File: src/rtl/sram_ctrl.sv
// rtl/sram_ctrl.sv - burst initiator for the single-port SRAM with handshaked write and read streams
module sram_ctrl #(
    parameter int ADDR  = 8,
    parameter int WIDTH = 32,
    parameter int LEN_W = 4
) (
    input  logic             clk,
    input  logic             rst,
    input  logic             req_valid,
    output logic             req_ready,
    input  logic             req_we,
    input  logic [ADDR-1:0]  req_addr,
    input  logic [LEN_W-1:0] req_len,
    input  logic             wr_valid,
    output logic             wr_ready,
    input  logic [WIDTH-1:0] wr_data,
    output logic             rd_valid,
    input  logic             rd_ready,
    output logic [WIDTH-1:0] rd_data,
    output logic             done,
    output logic             busy,
    output logic             sram_cs,
    output logic             sram_we,
    output logic [ADDR-1:0]  sram_addr,
    output logic [WIDTH-1:0] sram_wdata,
    input  logic [WIDTH-1:0] sram_rdata
);

    typedef enum logic [2:0] {IDLE, WR, RD_ISSUE, RD_WAIT, RD_HOLD} state_t;

    localparam logic [ADDR-1:0]  ADDR_ONE = {{(ADDR-1){1'b0}}, 1'b1};
    localparam logic [LEN_W-1:0] CNT_ONE  = {{(LEN_W-1){1'b0}}, 1'b1};

    state_t           state, state_n;
    logic [ADDR-1:0]  addr_q, addr_n;
    logic [LEN_W-1:0] cnt, cnt_n;
    logic             done_n;

    always_comb begin
        state_n    = state;
        addr_n     = addr_q;
        cnt_n      = cnt;
        done_n     = 1'b0;
        req_ready  = 1'b0;
        wr_ready   = 1'b0;
        rd_valid   = 1'b0;
        sram_cs    = 1'b0;
        sram_we    = 1'b0;
        sram_addr  = addr_q;
        sram_wdata = wr_data;
        case (state)
            IDLE: begin
                req_ready = 1'b1;
                if (req_valid) begin
                    addr_n  = req_addr;
                    cnt_n   = req_len;
                    state_n = req_we ? WR : RD_ISSUE;
                end
            end
            WR: begin
                wr_ready = 1'b1;
                // WE follows CS so a stalled beat never presents a bare write strobe
                sram_cs  = wr_valid;
                sram_we  = wr_valid;
                if (wr_valid) begin
                    if (cnt == '0) begin
                        state_n = IDLE;
                        done_n  = 1'b1;
                    end else begin
                        addr_n = addr_q + ADDR_ONE;
                        cnt_n  = cnt - CNT_ONE;
                    end
                end
            end
            RD_ISSUE: begin
                sram_cs = 1'b1;
                state_n = RD_WAIT;
            end
            RD_WAIT: begin
                state_n = RD_HOLD;
            end
            RD_HOLD: begin
                rd_valid = 1'b1;
                if (rd_ready) begin
                    if (cnt == '0) begin
                        state_n = IDLE;
                        done_n  = 1'b1;
                    end else begin
                        addr_n  = addr_q + ADDR_ONE;
                        cnt_n   = cnt - CNT_ONE;
                        state_n = RD_ISSUE;
                    end
                end
            end
            default: begin
                state_n = IDLE;
            end
        endcase
    end

    assign busy = (state != IDLE);

    always_ff @(posedge clk or posedge rst) begin
        if (rst) begin
            state   <= IDLE;
            addr_q  <= '0;
            cnt     <= '0;
            rd_data <= '0;
            done    <= 1'b0;
        end else begin
            state  <= state_n;
            addr_q <= addr_n;
            cnt    <= cnt_n;
            done   <= done_n;
            // SRAM output is valid the cycle after the strobe, which is exactly RD_WAIT
            if (state == RD_WAIT) begin
                rd_data <= sram_rdata;
            end
        end
    end

endmodule

File: config.mk
export PLATFORM = sky130hd
export DESIGN_NAME = sram_ctrl
export DESIGN_NICKNAME = d
export VERILOG_FILES = /design/src/rtl/sram_ctrl.sv
export SDC_FILE = /design/constraint.sdc
export NUM_CORES = 1
export LEC_CHECK = 0
export CAP_MARGIN = 20
export CORE_AREA = 2 2 111 70
export CTS_CLUSTER_SIZE = 16
export DETAILED_ROUTE_END_ITERATION = 16
export DIE_AREA = 0 0 113 72
export HOLD_SLACK_MARGIN = 0.1
export PLACE_DENSITY = 0.9
export SKIP_LAST_GASP = 1
export SLEW_MARGIN = 10
export SYNTH_ARGS = -nofsm -noshare
export SYNTH_HDL_FRONTEND = slang
export SYNTH_SLANG_ARGS = --single-unit
File: constraint.sdc
create_clock -name clk -period 2.3 [get_ports clk]
set_input_delay 0.46 -clock clk [delete_from_list [all_inputs] [get_ports clk]]
set_output_delay 0.46 -clock clk [all_outputs]
set_load 0.01 [all_outputs]
### Word-level counts from Yosys, hierarchy flattened

Index checks and enable logic that the tools add are counted.

* register bits after elaboration: 48
* input port bits: 82
* output and inout port bits: 79
* word-level logic and storage cells: 47

* add/sub/neg operators: 2
* equality and inequality tests: 8
* mux-type cells: 26
* reduce and logical (&&, ||, !) cells: 6

Operators with widths (number)
* 2-to-1 mux 8 bit: 4
* case mux 8 bit (3 select lines): 1
* 2-to-1 mux 4 bit: 4
* case mux 3 bit (5 select lines): 1
* 2-to-1 mux 3 bit: 4
* case mux 4 bit (3 select lines): 1
* adder 8 x 1 -> 8 bit (second input constant): 1
* != test 2 bit (second input constant): 4
* AND reduction 4 bit: 2
* 2-to-1 mux 1 bit: 7
* equality test 3 x 2 -> 1 bit (second input constant): 2
* nonzero test 3 bit: 2
* zero test 4 bit: 1
* 2-to-1 mux 2 bit: 2
* case mux 1 bit (2 select lines): 2
* subtractor 4 x 1 -> 4 bit (second input constant): 1
* equality test 3 x 1 -> 1 bit (second input constant): 1
* equality test 3 bit (second input constant): 1
* zero test 3 bit: 1

### Longest topological paths before layout

* word-level depth: 4
* depth in mapped cells: 7
* depth with buffers taken out: 6

### Worst setup path after synthesis

OpenSTA, ideal clock, no wires.

* path type: reg-to-output
* start point: register state[1]
* end point: output sram_we
* data arrival time: 1404 ps
* required time: 1840 ps
* slack: 436 ps
* stages on the path, launching flop included: 5
* path buffers: 2
* path through: dfrtp_1 clkbuf_1 clkbuf_1 nor3b_1 and2_1

* longest elaborated chain between the ends: 2

Ends and longest elaborated chain
* from (decl): line 34 `state_t state, state_n;`
* from (signal assigned): line 111 `state <= state_n;`
* equality test 3 x 1 -> 1 bit: line 51 `case (state)`
* 2-to-1 mux 1 bit: line 51
* to (decl): line 23 `output logic sram_we,`

Every way passes these cells.

### Final worst setup path

* start point: register state[1]
* end point: output rd_valid

* longest elaborated chain between the ends: 2

Ends and longest elaborated chain
* equality test 3 bit: line 51
* 2-to-1 mux 1 bit: line 51
* to (decl): line 17 `output logic rd_valid,`

Every way passes these cells.

==> impl_metrics.ini <==
[run_status]
status = complete, but fails checks
violations = DRC

[route]
route.antenna.remaining_nets = 0
initialDrtViolationCount = 99
first_pass_iters = 12
wl_per_cell_um = 15.9
vias = 1951
vias_per_cell = 5.11
postRouteWirelength_um = 6080
drc_errors = 4

[worst_setup_path]
cp_max_fo = 10
required_ns = 1.84
end_kind = primary output
critPathTopFamily = buffers and inverters
cp_num_buf_inv = 1
cp-start-kind = flip-flop
cp_cell_sequence = nand2b_1 > nor2_1 > clkdlybuf4s50_1
worstPathArrival_ns = 1.74
crit_slowest_cell = clkdlybuf4s50_1
critPathKind = flip-flop to primary output
cp_slowest_stage_delay_ns = 0.57

[global_routing]
overflow = 0
grt_pass1_wl_um = 10200
grt_pass1_vias = 2128
grt_max_degree = 34
antenna_found_initial = 0
grtUsageTotal = 0.156

[place]
io_buffers = 96
dp_slack_ns = 0.0392
postPlaceCellArea_um2 = 3370
gp_congestion = 0.876
post-dp-hpwl_um = 4500
place_inst = 374

[timing]
setup_violations = 0
fin_crit_sh = 0.955
rsz0062_at_grt = yes
worst_slack_ns = 0.103
hold_viol_final = 0
max_clock_freq_ghz = 0.455
worst_slew_pin_slew_ns = 0.510
min_period_ns = 2.20
drv_slew = 0
fin_skew_ns = 0.00399
relSlewSlack = 0.660

[die]
start_util = 0.359
row_count = 24
die_area_um2 = 8140
dieHeight_um = 72
dieWidth_um = 113
io_pins = 161
coreArea_um2 = 7090

[cells_and_area]
fin_cells = 382
fin_nets = 374
num_antenna_cells = 0
drive_gt1_frac = 0.203
finish.instance_area_um2 = 3550
area_delta_synth_final_pct = 39.4
nFillCells = 647

[yosys]
ys.flop_type = dfrtp_1
syn_area_um2 = 2540
yosys-top-cells-count = 48 x dfrtp_1, 34 x buf_4, 34 x mux2_2, 11 x o21ai_0, 10 x a21oi_1
yosysWarnings = 0
synth_top_area_frac = 0.472
syn_avg_cell_area_um2 = 11.4
ys_ff_latch = 48
ys_seq_area_frac = 0.472
syn_nets = 308
synth_edf_count = 0
synth_most_common_cell = dfrtp_1
async_flop_share = 1.00
syn_inst = 224
synth.distinct_cells = 43
ys_top_cells_by_area = dfrtp_1 47%, mux2_2 15%, buf_4 10%, o21ai_0 2.2%, a21oi_1 2.0%
synth_top_area_cell = dfrtp_1

[worst_hold_path]
hp-class = flip-flop to flip-flop

[clocking]
cts_buffers = 5
cts_tree = done
cts_max_path_buffers = 2
clock-root-buffer = clkbuf_16
cts_hold_buf = 0
htree_num_levels = 2
clock_latency_ns = 0.28
post_cts_buffers = 0
clkSinkCount = 48
clk_pin_slew_ns = 0.06

[pwr]
max-vdd-ir-drop_uv = 592
leakage_nw = 1.44
p_total_mw = 5.22
powerDensity_nw_per_um2 = 1470

[flow_run]
drv_cap = 0
## worst register-to-register path: stages (launching register included)
cell and delay, ns:
dfrtp_1 0.40, inv_1 0.06, ha_1 0.22, nor3b_2 0.20, maj3_2 0.40, or2_1 0.36
a211o_1 0.33
## layout make-up
class,instances,area (µm²),area share
Multi-Input combinational cell,123,1000,0.282
Sequential cell,48,1200,0.339
Timing Repair Buffer,104,1040,0.292
Clock inverter,2,35.0,0.00988
Inverter,8,30.0,0.00847
Tap cell,91,114,0.0321
Clock buffer,6,129,0.0363
## timing repair
action,4_1_cts,5_1_grt
endpoints found under the setup margin,1,2
gates resized for setup,1,2
hold endpoints to repair,0,0
## sequential cells by signal, indices dropped and copies added (netlist names)
signal	count
state	3
sram_addr	8
cnt	4
rd_data	32
done	1
## per-stage QoR
stage	hold WS, ns	utilization	setup TNS [ns]
finish	0.505	0.500	0
global route	0.520	0.500	-0.00464
CTS	0.507	0.499	0
detailed placement	0.495	0.476	0
global placement	0.486	0.476	0
floorplan	0.497	-	0
## layer usage
| layer | share of wire | vias to the layer above | GRT usage |
|---|---|---|---|
| met5 | 0 | - | 0 |
| met4 | 0.0076 | 0 | 0.0407 |
| met3 | 0.10 | 7 | 0.0685 |
| met2 | 0.47 | 94 | 0.260 |
| met1 | 0.42 | 944 | 0.188 |
| li1 | - | 906 | - |
## logic make-up (layout without fill, tap and decap cells)
group | count (synthesis) | in the layout | synth area share
xor gates and xnor gates | 1 | 1 | 0.0108
AOI/OAI and AO/OA | 44 | 44 | 0.116
DFF | 48 | 48 | 0.472
buffers and inverters | 53 | 120 | 0.137
adders and majority gates | 3 | 3 | 0.0143
muxes | 36 | 36 | 0.158
and+or+nand+nor | 39 | 39 | 0.0915
## layout by cell type (no fill, tap or decap), drive strengths merged, types with 3 or more instances in the layout
master,count
o21ai,11
clkdlybuf4s50,95
a21oi,10
nor4,5
o31ai,3
mux2,34
nand3,3
nor2,5
buf,8
a211o,3
clkbuf,6
nand2,4
dfrtp,48
or2,3
inv,8
a211oi,5
nand2b,3
o22ai,4
nor3,5
## path summary, 6_finish.rpt
kind	start	to	slack, ns	depth (start not counted)
min in group asynchronous	rst	rd_data[18]	0.53	2
min reg2reg	rd_data[19]	rd_data[19]	0.50	1
max reg2reg	cnt[0]	sram_addr[0]	0.22	6
max in group asynchronous	rst	state[2]	1.24	3
max	state[1]	rd_valid	0.10	3
min	rd_data[19]	rd_data[19]	0.50	1
## report_power, final
group	internal (mW)	switching, mW
Combinational	1.58	1.22
Sequential	1.28	0.335
Clock	0.511	0.295
Total	3.37	1.85
Power figures use the tool's default switching activity.
